**src/rtl/min_block_detect_cbfp.sv**
```systemverilog
// Block-minimum detector for CBFP: per-channel min of 2*LANES LZCs, accumulated over 1/2/4/8 valid beats.
// Optional output clamp to MAX_SHIFT enabled by defining CBFP_MIN_CLAMP_EN.
module min_block_detect_cbfp #(
    parameter int LZC_WIDTH = 5,
    parameter int LANES     = 8,
    parameter int NUM_CH    = 2,
    parameter int MAX_SHIFT = 20,
    parameter int CNT_W     = 8
) (
    input  logic                                clk,
    input  logic                                rst,
    input  logic                                in_valid,
    input  logic [NUM_CH*LANES*LZC_WIDTH-1:0]   lzc_re,
    input  logic [NUM_CH*LANES*LZC_WIDTH-1:0]   lzc_im,
    input  logic [1:0]                          blk_len_log2,
    output logic [NUM_CH*LZC_WIDTH-1:0]         min_out,
    output logic                                out_valid,
    output logic [CNT_W-1:0]                    blk_cnt,
    output logic                                busy
);
    localparam int W = LZC_WIDTH;

    logic [NUM_CH-1:0][W-1:0] w_ch_min;
    logic [NUM_CH-1:0][W-1:0] r_s1_min;
    logic                     r_s1_valid;

    logic [NUM_CH-1:0][W-1:0] r_acc;
    logic [NUM_CH-1:0][W-1:0] w_acc_nxt;
    logic [NUM_CH-1:0][W-1:0] w_out_nxt;
    logic [NUM_CH-1:0][W-1:0] r_min_out;
    logic                     r_out_valid;
    logic [CNT_W-1:0]         r_blk_cnt;
    logic [2:0]               r_beat_cnt;
    logic [1:0]               r_len;

    logic                     w_first;
    logic [1:0]               w_len;
    logic [2:0]               w_term;
    logic                     w_last;

    // Stage 1 reduction: linear scan over real and imaginary lanes of each channel.
    always_comb begin
        w_ch_min = '0;
        for (int c = 0; c < NUM_CH; c++) begin
            w_ch_min[c] = '1;
            for (int l = 0; l < LANES; l++) begin
                if (lzc_re[(c*LANES+l)*W +: W] < w_ch_min[c])
                    w_ch_min[c] = lzc_re[(c*LANES+l)*W +: W];
                if (lzc_im[(c*LANES+l)*W +: W] < w_ch_min[c])
                    w_ch_min[c] = lzc_im[(c*LANES+l)*W +: W];
            end
        end
    end

    always_ff @(posedge clk) begin
        if (rst) begin
            r_s1_valid <= 1'b0;
            r_s1_min   <= '0;
        end else begin
            r_s1_valid <= in_valid;
            r_s1_min   <= w_ch_min;
        end
    end

    // The first beat of a block uses the live length so a 1-beat block terminates immediately.
    assign w_first = (r_beat_cnt == 3'd0);
    assign w_len   = w_first ? blk_len_log2 : r_len;
    assign w_term  = 3'((4'd1 << w_len) - 4'd1);
    assign w_last  = r_s1_valid && (r_beat_cnt == w_term);

    always_comb begin
        w_acc_nxt = '0;
        w_out_nxt = '0;
        for (int c = 0; c < NUM_CH; c++) begin
            if (w_first || (r_s1_min[c] < r_acc[c]))
                w_acc_nxt[c] = r_s1_min[c];
            else
                w_acc_nxt[c] = r_acc[c];
`ifdef CBFP_MIN_CLAMP_EN
            if (w_acc_nxt[c] > W'(MAX_SHIFT))
                w_out_nxt[c] = W'(MAX_SHIFT);
            else
                w_out_nxt[c] = w_acc_nxt[c];
`else
            w_out_nxt[c] = w_acc_nxt[c];
`endif
        end
    end

    always_ff @(posedge clk) begin
        if (rst) begin
            r_acc       <= '0;
            r_min_out   <= '0;
            r_out_valid <= 1'b0;
            r_blk_cnt   <= '0;
            r_beat_cnt  <= '0;
            r_len       <= '0;
        end else begin
            r_out_valid <= 1'b0;
            if (r_s1_valid) begin
                r_acc <= w_acc_nxt;
                if (w_first)
                    r_len <= blk_len_log2;
                if (w_last) begin
                    r_min_out   <= w_out_nxt;
                    r_out_valid <= 1'b1;
                    r_blk_cnt   <= r_blk_cnt + 1'b1;
                    r_beat_cnt  <= '0;
                end else begin
                    r_beat_cnt  <= r_beat_cnt + 3'd1;
                end
            end
        end
    end

    assign min_out   = r_min_out;
    assign out_valid = r_out_valid;
    assign blk_cnt   = r_blk_cnt;
    assign busy      = (r_beat_cnt != 3'd0);

endmodule
```
**config.mk**
```make
export PLATFORM = sky130hd
export DESIGN_NAME = min_block_detect_cbfp
export DESIGN_NICKNAME = d
export VERILOG_FILES = /design/src/rtl/min_block_detect_cbfp.sv
export SDC_FILE = /design/constraint.sdc
export NUM_CORES = 1
export LEC_CHECK = 0
export ABC_AREA = 1
export CORE_ASPECT_RATIO = 1.75
export CORE_UTILIZATION = 60
export CTS_CLUSTER_SIZE = 12
export DETAILED_ROUTE_END_ITERATION = 8
export DONT_BUFFER_PORTS = 1
export PLACE_DENSITY = 0.84
export SLEW_MARGIN = 25
export SYNTH_ARGS = -nofsm -noshare
export SYNTH_HDL_FRONTEND = slang
export SYNTH_SLANG_ARGS = --single-unit
export TNS_END_PERCENT = 100
```
**constraint.sdc**
```tcl
create_clock -name clk -period 19 [get_ports clk]
set_input_delay 3.8 -clock clk [delete_from_list [all_inputs] [get_ports clk]]
set_output_delay 3.8 -clock clk [all_outputs]
set_load 0.01 [all_outputs]
```
Word level (Yosys, flattened, before mapping)
Cells that the tools add are included.
{ "totals": {"wordCells": 95, "register_bits": 45, "inputBits": 165, "output_inout_bits": 20} }
{ "op_classes": {"shift": 1, "mux": 37, "n_reduce_logical": 7, "n_bitwise": 1, "n_addsub": 3, "magnitude_cmp": 34, "eq_ne": 1} }
{ "op_table": {"columns": ["operator", "n"], "rows": [
  ["$mux W5", 34],
  ["$lt A5 B5 Y1", 32],
  ["$lt A5 B5 Y1 const B", 2],
  ["$add A8 B1 Y8 const B", 1],
  ["$add A3 B1 Y3 const B", 1],
  ["$eq A3 B3 Y1", 1],
  ["$logic_not A3 Y1", 1],
  ["$mux W3", 1],
  ["$reduce_bool A3 Y1", 1],
  ["$shl A1 B2 Y3 const A", 1],
  ["$sub A3 B1 Y3 const B", 1],
  ["$logic_or A1 B1 Y1", 2],
  ["$mux W2", 1],
  ["$reduce_and A2 Y1", 1],
  ["$reduce_or A2 Y1", 1],
  ["$logic_and A1 B1 Y1", 1],
  ["$mux W1", 1],
  ["$not A1 Y1", 1]
]} }

Depth between registers and ports, before layout
Gate-level depths: netlist of run 1.
{ "depth": {"depth_word": 32, "depth_mapped": 112, "depth_no_buf": 111} }

Worst setup path after synthesis of run 1
OpenSTA, ideal clock, no wires.
{ "synth_timing": {"path_kind": "in2reg", "start": "input port lzc_re[4]", "end": "register r_s1_min[0] (netlist name)", "path_buffers": 0, "setup_time_ps": 115, "path_slack_ps": 2448, "t_arrival_ps": 16436, "stages": 92, "t_required_ps": 18885, "path_cell_list": "inv_1 > ha_1 > o21ai_0 > a21oi_1 > nand2_2 > nand2_2 > o21ai_0 > ha_1 > nand2_1 > o21bai_1 > inv_2 > nand2_2 > o21ai_0 > ha_1 > nand2_1 > a21oi_1 > nand2_2 > nand2_4 > [... 56 more ...] > ha_1 > nand2_1 > a21oi_2 > nand2_2 > nand2_4 > o21ai_0 > ha_1 > a21oi_1 > nand2_4 > o21ai_0 > inv_1 > ha_1 > a21oi_1 > nor2_1 > a211oi_1 > nand3_1 > nand2_1 > nor2_1"} }
{ "synth_via": {"elab_chain_len": 32} }
{ "synth_lines": {"columns": ["item", "line", "source"], "rows": [
  ["from (decl)", "13", "input logic [NUM_CH*LANES*LZC_WIDTH-1:0] lzc_re,"],
  ["$lt A5 B5 Y1", "47", "if (lzc_re[(c*LANES+l)*W +: W] < w_ch_min[c])"],
  ["$mux W5 *", "47", null],
  ["$lt A5 B5 Y1", "49", "if (lzc_im[(c*LANES+l)*W +: W] < w_ch_min[c])"],
  ["$mux W5 *", "49", null],
  ["$lt A5 B5 Y1", "47", null],
  ["$mux W5 *", "47", null],
  ["$lt A5 B5 Y1", "49", null],
  ["$mux W5 *", "49", null],
  ["[... 16 more ...]", null, null],
  ["$lt A5 B5 Y1", "47", null],
  ["$mux W5 *", "47", null],
  ["$lt A5 B5 Y1", "49", null],
  ["$mux W5 *", "49", null],
  ["$lt A5 B5 Y1", "47", null],
  ["$mux W5 *", "47", null],
  ["$lt A5 B5 Y1", "49", null],
  ["$mux W5 *", "49", null],
  ["to (signal assigned)", "61", "r_s1_min <= w_ch_min;"],
  ["to (decl)", "24", "logic [NUM_CH-1:0][W-1:0] r_s1_min;"]
]} }
Mark *: on every way between the ends. The rest lies on a longest branch, timed or not.
A chain may end at the register's enable or synchronous reset.

Worst setup path in the final report of run 1
{ "layout_timing": {"start": "input port lzc_re[4]", "end": "register r_s1_min[3] (netlist name)"} }
The elaborated chain is that of the path after synthesis.

==> results of run 1 <==
worst register-to-register path, delay by kind of cell (launching register included):
family	cells	cell delay [ns]
buffers and inverters	2	0.83
DFF	1	0.92
and+or+nand+nor	4	0.85
AOI/OAI and AO/OA	3	0.51
timing repair:
item | CTS | global route
buffers inserted | 0 | 1
endpoints found under the setup margin | 0 | 10
gates resized for setup | 0 | 6
layer usage:
metal,GRT usage,up-vias,part of all wire
met4,0.151,0,0.051
met3,0.0707,84,0.064
met2,0.591,217,0.56
met1,0.217,3726,0.32
li1,-,4412,-
met5,0,-,0
cell families (layout without fill, tap and decap cells):
| family | count (synthesis) | count (layout) | synth area share |
|---|---|---|---|
| xor+xnor | 1 | 1 | 0.00112 |
| buf+inv | 236 | 234 | 0.116 |
| fa+ha+maj | 51 | 51 | 0.0812 |
| compound gates | 191 | 191 | 0.146 |
| flops | 45 | 45 | 0.115 |
| simple gates | 847 | 847 | 0.541 |
stage by stage:
stage	area, sq um	util	cells
after detailed placement	8010	0.622	1532
final	8180	0.636	1540
after global placement	8010	0.622	1532
after global routing	8180	0.636	1540
after CTS	8150	0.634	1539
after floorplan	7850	-	1371
cells in the final DEF (no fill, tap or decap), types with 22 or more instances in the layout:
master	n
nand3b_1	22
nand2_2	131
a21oi_1	47
ha_1	51
o211ai_1	22
o21ai_0	72
nand3_1	209
nor2_1	87
nand2_1	326
inv_1	215
nand2_4	30
dfxtp_1	45
cell type report:
type,count,area share
Tap cell,171,0.0262
Clock buffer,6,0.0170
Timing Repair Buffer,1,0.000918
Clock inverter,1,0.000918
Sequential cell,45,0.110
Multi-Input combinational cell,1090,0.741
Inverter,226,0.104
cell usage after synthesis, drive strengths merged:
cell type | count | area, sq um
a211oi | 3 | 27.5
a21oi | 65 | 393
and2 | 2 | 15.0
buf | 3 | 15.0
clkbuf | 7 | 46.3
clkinv | 2 | 7.51
dfxtp | 45 | 901
ha | 51 | 638
inv | 224 | 841
nand2 | 487 | 2380
nand3 | 225 | 1210
nand3b | 22 | 165
nand4 | 1 | 6.26
nor2 | 107 | 457
nor3 | 2 | 10.0
nor3b | 1 | 7.51
o211ai | 22 | 165
o21a | 12 | 92.6
o21ai | 85 | 437
o21bai | 3 | 26.3
o31ai | 1 | 7.51
xor2 | 1 | 8.76
flip-flops by register name, summed over array words and instances (netlist names):
signal	cells
r_len	2
blk_cnt	8
r_beat_cnt	3
r_s1_min	10
min_out	10
out_valid	1
r_s1_valid	1
r_acc	10
final timing paths:
kind | from | end | slack (ns) | cells past startpoint
setup / recovery | lzc_re[4] | r_s1_min[3]$_SDFF_PP0_ | 1.36 | 95
hold reg to reg | r_acc[4]$_SDFFE_PP0P_ | r_acc[4]$_SDFFE_PP0P_ | 0.48 | 2
hold / removal | r_acc[4]$_SDFFE_PP0P_ | r_acc[4]$_SDFFE_PP0P_ | 0.48 | 2
setup reg to reg | r_s1_valid$_SDFF_PP0_ | blk_cnt[6]$_SDFFE_PP0P_ | 15.79 | 9
==> out/qor.csv, run 1 <==
stage,metric,value,unit
detailed_routing,ant_nets,0,
hold_path,hold_path_class,register to register,
critical_path,critPathMaxFanout,10,
final_layout,num-fill-cells,1280,
detailed_routing,drt_iter0_drc,226,
floorplan,fp.dieW,88.5,microns
flow_run,drv_cap,0,
detailed_routing,vias_per_cell,5.48,
timing,setup_tns,0,ns
clock_tree,cts_root_buf,clkbuf_16,
logic_synthesis,syn_avg_cell_area,5.73,sq um
timing,worst_slew_pin_slew,0.923,ns
logic_synthesis,syn-num-nets,1587,
logic_synthesis,synth_cell_types,36,
critical_path,path_class,input pin to register,
clock_tree,numCtsBuffers,5,
critical_path,crit_path_end_kind,register,
timing,slew_headroom,0.381,
timing,fin_crit,17.64,ns
timing,fin_hold_ws,0.480,ns
final_layout,multiInputGateArea,0.00606,sq mm
logic_synthesis,syn-cell-area,0.00785,sq mm
timing,grt_setup_unrepaired,false,
place,portBuffers,0,
global_routing,grt_overflow,0,
global_routing,grt_pass1_wl,31.7,mm
detailed_routing,drc,0,
floorplan,dieHeight,153,microns
timing,hold_viol,0,
detailed_routing,wirelength,19.4,mm
final_layout,antenna_cells,0,
clock_tree,htreeDepth,2,
floorplan,start_util,0.610,
timing,setup_slack,1.36,ns
logic_synthesis,ys_seq_elements,45,
status,status,"finished, final reports clean",
logic_synthesis,yosysWarnings,0,
detailed_routing,vias,8439,
floorplan,rows,55,
floorplan,core,0.0129,sq mm
clock_tree,clk-insertion-delay-late,0.28,ns
logic_synthesis,synth.yosys.seq_area_share,0.115,
global_routing,track_usage,0.284,
global_routing,antenna_found_initial,0,
place,hpwl,16.9,mm
critical_path,crit_path_start_kind,input pin,
timing,fin_skew,0.00748,ns
clock_tree,cts.sinks,45,
critical_path,required,19.17,ns
place,pre_cts_ws,0.175,ns
timing,timing.fmax,0.0567,GHz
clock_tree,clock_path_buffers,2,
critical_path,crit_arrival,17.81,ns
final_layout,layout.nets,1585,
critical_path,path_buf_inv,9,
floorplan,dieArea,0.0136,sq mm
final_layout,drive_gt1_frac,0.177,
logic_synthesis,synth_cells,1371,
clock_tree,clk_pin_slew,0.06,ns
timing,setup_viol,0,
critical_path,path_delay_family,compound AO/OA/AOI/OAI gates,
place,gp_congestion,0.949,
clock_tree,cts_hold_buf,0,
critical_path,cpMaxStageDelayCell,ha_1,
final_layout,syn_to_final_growth,4.16,%
timing,drv_slew,0,
detailed_routing,drtPass1Iterations,5,
global_routing,grt_max_degree,37,
floorplan,ios,185,
clock_tree,cts_tree,done,
detailed_routing,wl_per_cell,12.6,microns
global_routing,grt_pass1_vias,8147,
timing,fin_crit_sh,0.928,
critical_path,critPathMaxStageDelay,0.33,ns
final_layout,seqCellArea,901,sq um
Power of run 1 is left out: the tool's default activity adds up to more than one toggle a clock period on the data nets, which glitch-free logic cannot reach.
==> run 2, diff against run 1 <==
CORE_UTILIZATION = 31   (was 60)
PLACE_DENSITY = 0.53   (was 0.84)
==> out/qor.csv, run 2 (synthesized netlist as in run 1, its figures left out) <==
stage,metric,value,unit,change
critical_path,r2r_end,blk_cnt[6]$_SDFFE_PP0P_,,
hold_path,hold_path_end,r_acc[0]$_SDFFE_PP0P_,,
critical_path,rrSetupSlack,15.71,ns,-0.08 ns
final_layout,layout_common_cells,"326 x nand2_1, 215 x inv_1, 209 x nand3_1, 131 x nand2_2, 87 x nor2_1",,
global_routing,grt_overflow,0,,unchanged
clock_tree,cts_root_buf,clkbuf_16,,
clock_tree,cts_hold_buf,0,,unchanged
timing,timing.fmax,0.0573,GHz,+1.2%
timing,setup_tns,0,ns,unchanged
timing,fin_crit,17.44,ns,-0.201 ns
hold_path,min_from,r_acc[0]$_SDFFE_PP0P_,,
critical_path,crit_path_end_kind,register,,
critical_path,r2r_cells,13,,+4
clock_tree,numCtsBuffers,5,,unchanged
floorplan,start_util,0.318,,-0.293
critical_path,r2r-start,r_beat_cnt[0]$_SDFFE_PP0P_,,
clock_tree,clock_path_buffers,2,,unchanged
critical_path,crit_path_start_kind,input pin,,
detailed_routing,drtPass1Iterations,6,,+1
detailed_routing,wl_per_cell,13.5,microns,+7.1%
floorplan,dieArea,0.0260,sq mm,+92%
final_layout,instances_no_fill,1682,,+9.2%
critical_path,critPathMaxStageDelay,0.33,ns,about the same
clock_tree,cts_resized,0,,unchanged
final_layout,final_common_cell,nand2_1,,
floorplan,dieHeight,213,microns,+39%
hold_path,holdPathStages,2,,unchanged
timing,grt_setup_unrepaired,false,,
floorplan,fp.dieW,122,microns,+38%
clock_tree,cts_tree,done,,
global_routing,track_usage,0.177,,-0.107
detailed_routing,ant_nets,0,,unchanged
clock_tree,cts_setup_buffers,0,,unchanged
flow_run,drv_cap,0,,unchanged
clock_tree,cts.sinks,45,,unchanged
final_layout,syn_to_final_growth,6.20,%,
detailed_routing,wirelength,22.7,mm,+17%
timing,worst_slew_pin_slew,1.01,ns,+0.0838 ns
final_layout,antenna_cells,0,,unchanged
critical_path,crit_arrival,17.62,ns,-0.19 ns
critical_path,path_common_cell,nand2_1,,
timing,setup_viol,0,,unchanged
clock_tree,clk_pin_slew,0.06,ns,about the same
floorplan,core,0.0247,sq mm,+92%
floorplan,rows,76,,+38%
clock_tree,htreeDepth,2,,unchanged
detailed_routing,vias,8246,,-2.3%
global_routing,grt_max_degree,37,,unchanged
place,gp_congestion,0.886,,-6.7%
timing,hold_viol,0,,unchanged
critical_path,critPathMaxFanout,10,,unchanged
critical_path,required,19.18,ns,about the same
clock_tree,clk-insertion-delay-late,0.29,ns,about the same
detailed_routing,vias_per_cell,4.90,,-11%
global_routing,grt_pass1_vias,8277,,+1.6%
hold_path,hold_path_class,register to register,,
global_routing,antenna_found_initial,0,,unchanged
status,status,"finished, final reports clean",,
floorplan,ios,185,,unchanged
final_layout,drive_gt1_frac,0.177,,about the same
timing,fin_crit_sh,0.918,,-0.0106
place,hpwl,20.3,mm,+20%
place,dp.cells,1674,,+9.3%
timing,slew_headroom,0.325,,-0.0562
global_routing,grt_pass1_wl,37.0,mm,+16%
timing,drv_slew,0,,unchanged
detailed_routing,drc,0,,unchanged
final_layout,layout.nets,1585,,unchanged
place,portBuffers,0,,unchanged
timing,fin_skew,0.00526,ns,-0.00222 ns
detailed_routing,drt_iter0_drc,206,,-8.8%
critical_path,cpMaxStageDelayCell,ha_1,,
critical_path,path_class,input pin to register,,
==> run 2: changes by cell type in the layout (fill, tap and decap cells not counted) <==
cell        before  now
o21ai_1         10   15
o21ai_0         72   67
clkbuf_1         0    1
a211oi_1         1    2
a21oi_1         47   46
clkbuf_8         1    0
a21oi_2         18   19
clkinvlp_4       1    0
clkinv_2         0    2
a211oi_4         2    1
==> run 2: per-stage QoR <==
stage	cell area (sq um)	hold WS (ns)	worst slack, ns	util
2_1_floorplan	7850	0.449	2.45	-
3_3_place_gp	8190	0.461	0.371	0.331
3_5_place_dp	8190	0.467	0.269	0.331
4_1_cts	8330	0.487	0.568	0.337
5_1_grt	8340	0.520	0.0110	0.337
6_report	8340	0.480	1.56	0.337
==> run 2: cell type report <==
cell class,count,area [sq um]
clock inverter,2,10.0
timing repair buffer,1,7.51
clock buffer,6,129
multi-input combinational,1090,6050
tap,312,390
sequential,45,901
fill,2860,16400
inverter,226,848
==> run 2: critical path, delay by kind of cell <==
kind	cells	cell delay [ns]
buf+inv	10	0.91
simple gates	45	4.60
fa+ha+maj	15	4.32
compound gates	29	3.96
==> run 2: how the worst max path moves through the flow <==
stage	slack [ns]	depth (start not counted)	start	to
3_3_place_gp	0.37	93	lzc_re[4]	r_s1_min[0]$_SDFF_PP0_
6_report	1.56	99	lzc_re[4]	r_s1_min[3]$_SDFF_PP0_
2_1_floorplan	2.45	92	lzc_re[4]	r_s1_min[0]$_SDFF_PP0_
5_1_grt	0.01	101	lzc_re[4]	r_s1_min[0]$_SDFF_PP0_
4_1_cts	0.57	93	lzc_re[4]	r_s1_min[0]$_SDFF_PP0_
3_5_place_dp	0.27	93	lzc_re[4]	r_s1_min[0]$_SDFF_PP0_
==> run 2: routing by layer <==
metal / vias up / share of wire / global-route usage / wire (microns)
met5: - / 0 / 0 / 0
met4: 0 / 0.028 / 0.0593 / 642
met3: 32 / 0.075 / 0.0477 / 1700
met2: 169 / 0.59 / 0.390 / 13400
met1: 3629 / 0.31 / 0.136 / 6980
li1: 4416 / - / - / -
Power of run 2 is left out for the same reason.
==> run 3, diff against run 2 <==
CORE_UTILIZATION = 50   (was 31)
PLACE_DENSITY = 0.73   (was 0.53)
==> out/qor.csv, run 3 (synthesized netlist as in run 1, its figures left out) <==
stage,metric,value,unit,change
global_routing,grt_overflow,0,,unchanged
timing,setup_tns,0,ns,unchanged
timing,fin_skew,0.00360,ns,-0.00166 ns
final_layout,final_common_cell,nand2_1,,
global_routing,busiest_layer,met2,,
global_routing,grt_util_met1,0.186,,+0.0494
final_layout,syn_to_final_growth,4.16,%,
floorplan,start_util,0.510,,+0.193
global_routing,met3_usage,0.0652,,+0.0174
timing,worst_slew_pin_slew,0.917,ns,-0.0896 ns
critical_path,cp-startpoint,lzc_re[4],,
floorplan,rows,60,,-21%
critical_path,crit_arrival,17.59,ns,-0.03 ns
critical_path,required,19.17,ns,about the same
critical_path,crit_path_end_kind,register,,
critical_path,crit_path_end,r_s1_min[1]$_SDFF_PP0_,,
detailed_routing,ant_nets,0,,unchanged
clock_tree,cts_tree,done,,
floorplan,dieHeight,168,microns,-21%
detailed_routing,vias_per_cell,5.31,,+8.2%
timing,hold_viol,0,,unchanged
critical_path,path_common_cell,nand2_1,,
place,hpwl,17.4,mm,-14%
critical_path,critPathMaxStageDelay,0.31,ns,-0.02 ns
timing,grt_setup_unrepaired,false,,
global_routing,grt_pass1_vias,7876,,-4.8%
timing,setup_viol,0,,unchanged
final_layout,layout.nets,1585,,unchanged
final_layout,layout_common_cells,"326 x nand2_1, 215 x inv_1, 209 x nand3_1, 131 x nand2_2, 87 x nor2_1",,
detailed_routing,wl_per_cell,12.7,microns,-6.2%
clock_tree,clk-insertion-delay-late,0.28,ns,about the same
clock_tree,numCtsBuffers,5,,unchanged
timing,slew_headroom,0.385,,+0.0601
critical_path,r2r_end,blk_cnt[6]$_SDFFE_PP0P_,,
timing,drv_slew,0,,unchanged
place,portBuffers,0,,unchanged
critical_path,r2r_cells,9,,-4
floorplan,fp.dieW,96.7,microns,-21%
timing,fin_crit_sh,0.917,,about the same
global_routing,antenna_found_initial,0,,unchanged
global_routing,use_met2,0.504,,+0.115
critical_path,cpMaxStageDelayCell,o21ai_1,,
critical_path,path_class,input pin to register,,
critical_path,crit_path_start_kind,input pin,,
critical_path,rrSetupSlack,15.82,ns,+0.11 ns
timing,timing.fmax,0.0574,GHz,about the same
clock_tree,cts_root_buf,clkbuf_16,,
detailed_routing,drtPass1Iterations,4,,-2
final_layout,drive_gt1_frac,0.176,,-0.000601
timing,fin_crit,17.42,ns,-0.0168 ns
detailed_routing,drt_iter0_drc,188,,-8.7%
clock_tree,clk_pin_slew,0.05,ns,about the same
global_routing,grt_pass1_wl,32.6,mm,-12%
floorplan,core,0.0154,sq mm,-38%
clock_tree,cts.sinks,45,,unchanged
hold_path,hold_path_class,register to register,,
detailed_routing,drc,0,,unchanged
place,gp_congestion,0.918,,+3.6%
global_routing,track_usage,0.238,,+0.0608
flow_run,drv_cap,0,,unchanged
detailed_routing,vias,8250,,+0.049%
clock_tree,htreeDepth,2,,unchanged
status,status,"finished, final reports clean",,
critical_path,critPathMaxFanout,10,,unchanged
critical_path,r2r-start,r_s1_valid$_SDFF_PP0_,,
final_layout,antenna_cells,0,,unchanged
floorplan,dieArea,0.0162,sq mm,-38%
clock_tree,clock_path_buffers,2,,unchanged
detailed_routing,wirelength,19.7,mm,-13%
global_routing,grt_max_degree,37,,unchanged
floorplan,ios,185,,unchanged
run 3: changes by cell type in the layout (fill, tap and decap cells not counted):
cell,previous run,this run
a211oi_4,1,0
a21oi_1,46,47
o21ai_0,67,70
a211oi_1,2,1
o21ai_1,15,12
a211oi_2,0,2
a21oi_2,19,18
clkbuf_8,0,1
clkinv_2,2,0
run 3: area by class of cell:
type                       instances  area (sq um)
sequential                        45           901
clock buffer                       7           143
timing repair buffer               1          7.51
fill                            1632          7210
tap                              186           233
inverter                         226           848
multi-input combinational       1090          6050
run 3: critical path, delay by kind of cell:
kind / cells / cell delay (ns)
adder cells (fa/ha/maj): 15 / 4.10
AND/OR/NAND/NOR: 42 / 4.29
buffers and inverters: 8 / 0.86
AO/OA/AOI/OAI: 31 / 4.53
run 3: worst min path at each step:
stage,start,slack (ns),cells after the start,endpoint
CTS,r_acc[4]$_SDFFE_PP0P_,0.48,2,r_acc[4]$_SDFFE_PP0P_
global route,r_acc[6]$_SDFFE_PP0P_,0.50,2,r_acc[6]$_SDFFE_PP0P_
global placement,r_acc[4]$_SDFFE_PP0P_,0.46,2,r_acc[4]$_SDFFE_PP0P_
detailed placement,r_acc[0]$_SDFFE_PP0P_,0.47,2,r_acc[0]$_SDFFE_PP0P_
finish,r_acc[4]$_SDFFE_PP0P_,0.48,2,r_acc[4]$_SDFFE_PP0P_
floorplan,r_acc[0]$_SDFFE_PP0P_,0.45,2,r_acc[0]$_SDFFE_PP0P_
run 3: stage by stage:
step	hold WS, ns	setup WS (ns)	area, sq um	instances	utilization
after global routing	0.503	0.0747	8180	1555	0.532
after detailed placement	0.465	0.570	8030	1548	0.522
after CTS	0.483	0.844	8180	1555	0.531
final	0.477	1.58	8180	1555	0.532
after global placement	0.460	0.595	8030	1548	0.522
after floorplan	0.449	2.45	7850	1371	-
run 3: timing repair:
action	4_1_cts	5_1_grt
hold buffers	0	0
gates resized for setup	0	7
buffers inserted	0	0
endpoints found under the setup margin	0	5
run 3: routing by layer:
metal / up-vias / part of all wire
met3: 51 / 0.065
met4: 0 / 0.050
met5: - / 0
met1: 3614 / 0.32
li1: 4420 / -
met2: 165 / 0.56
Power of run 3 is left out for the same reason.
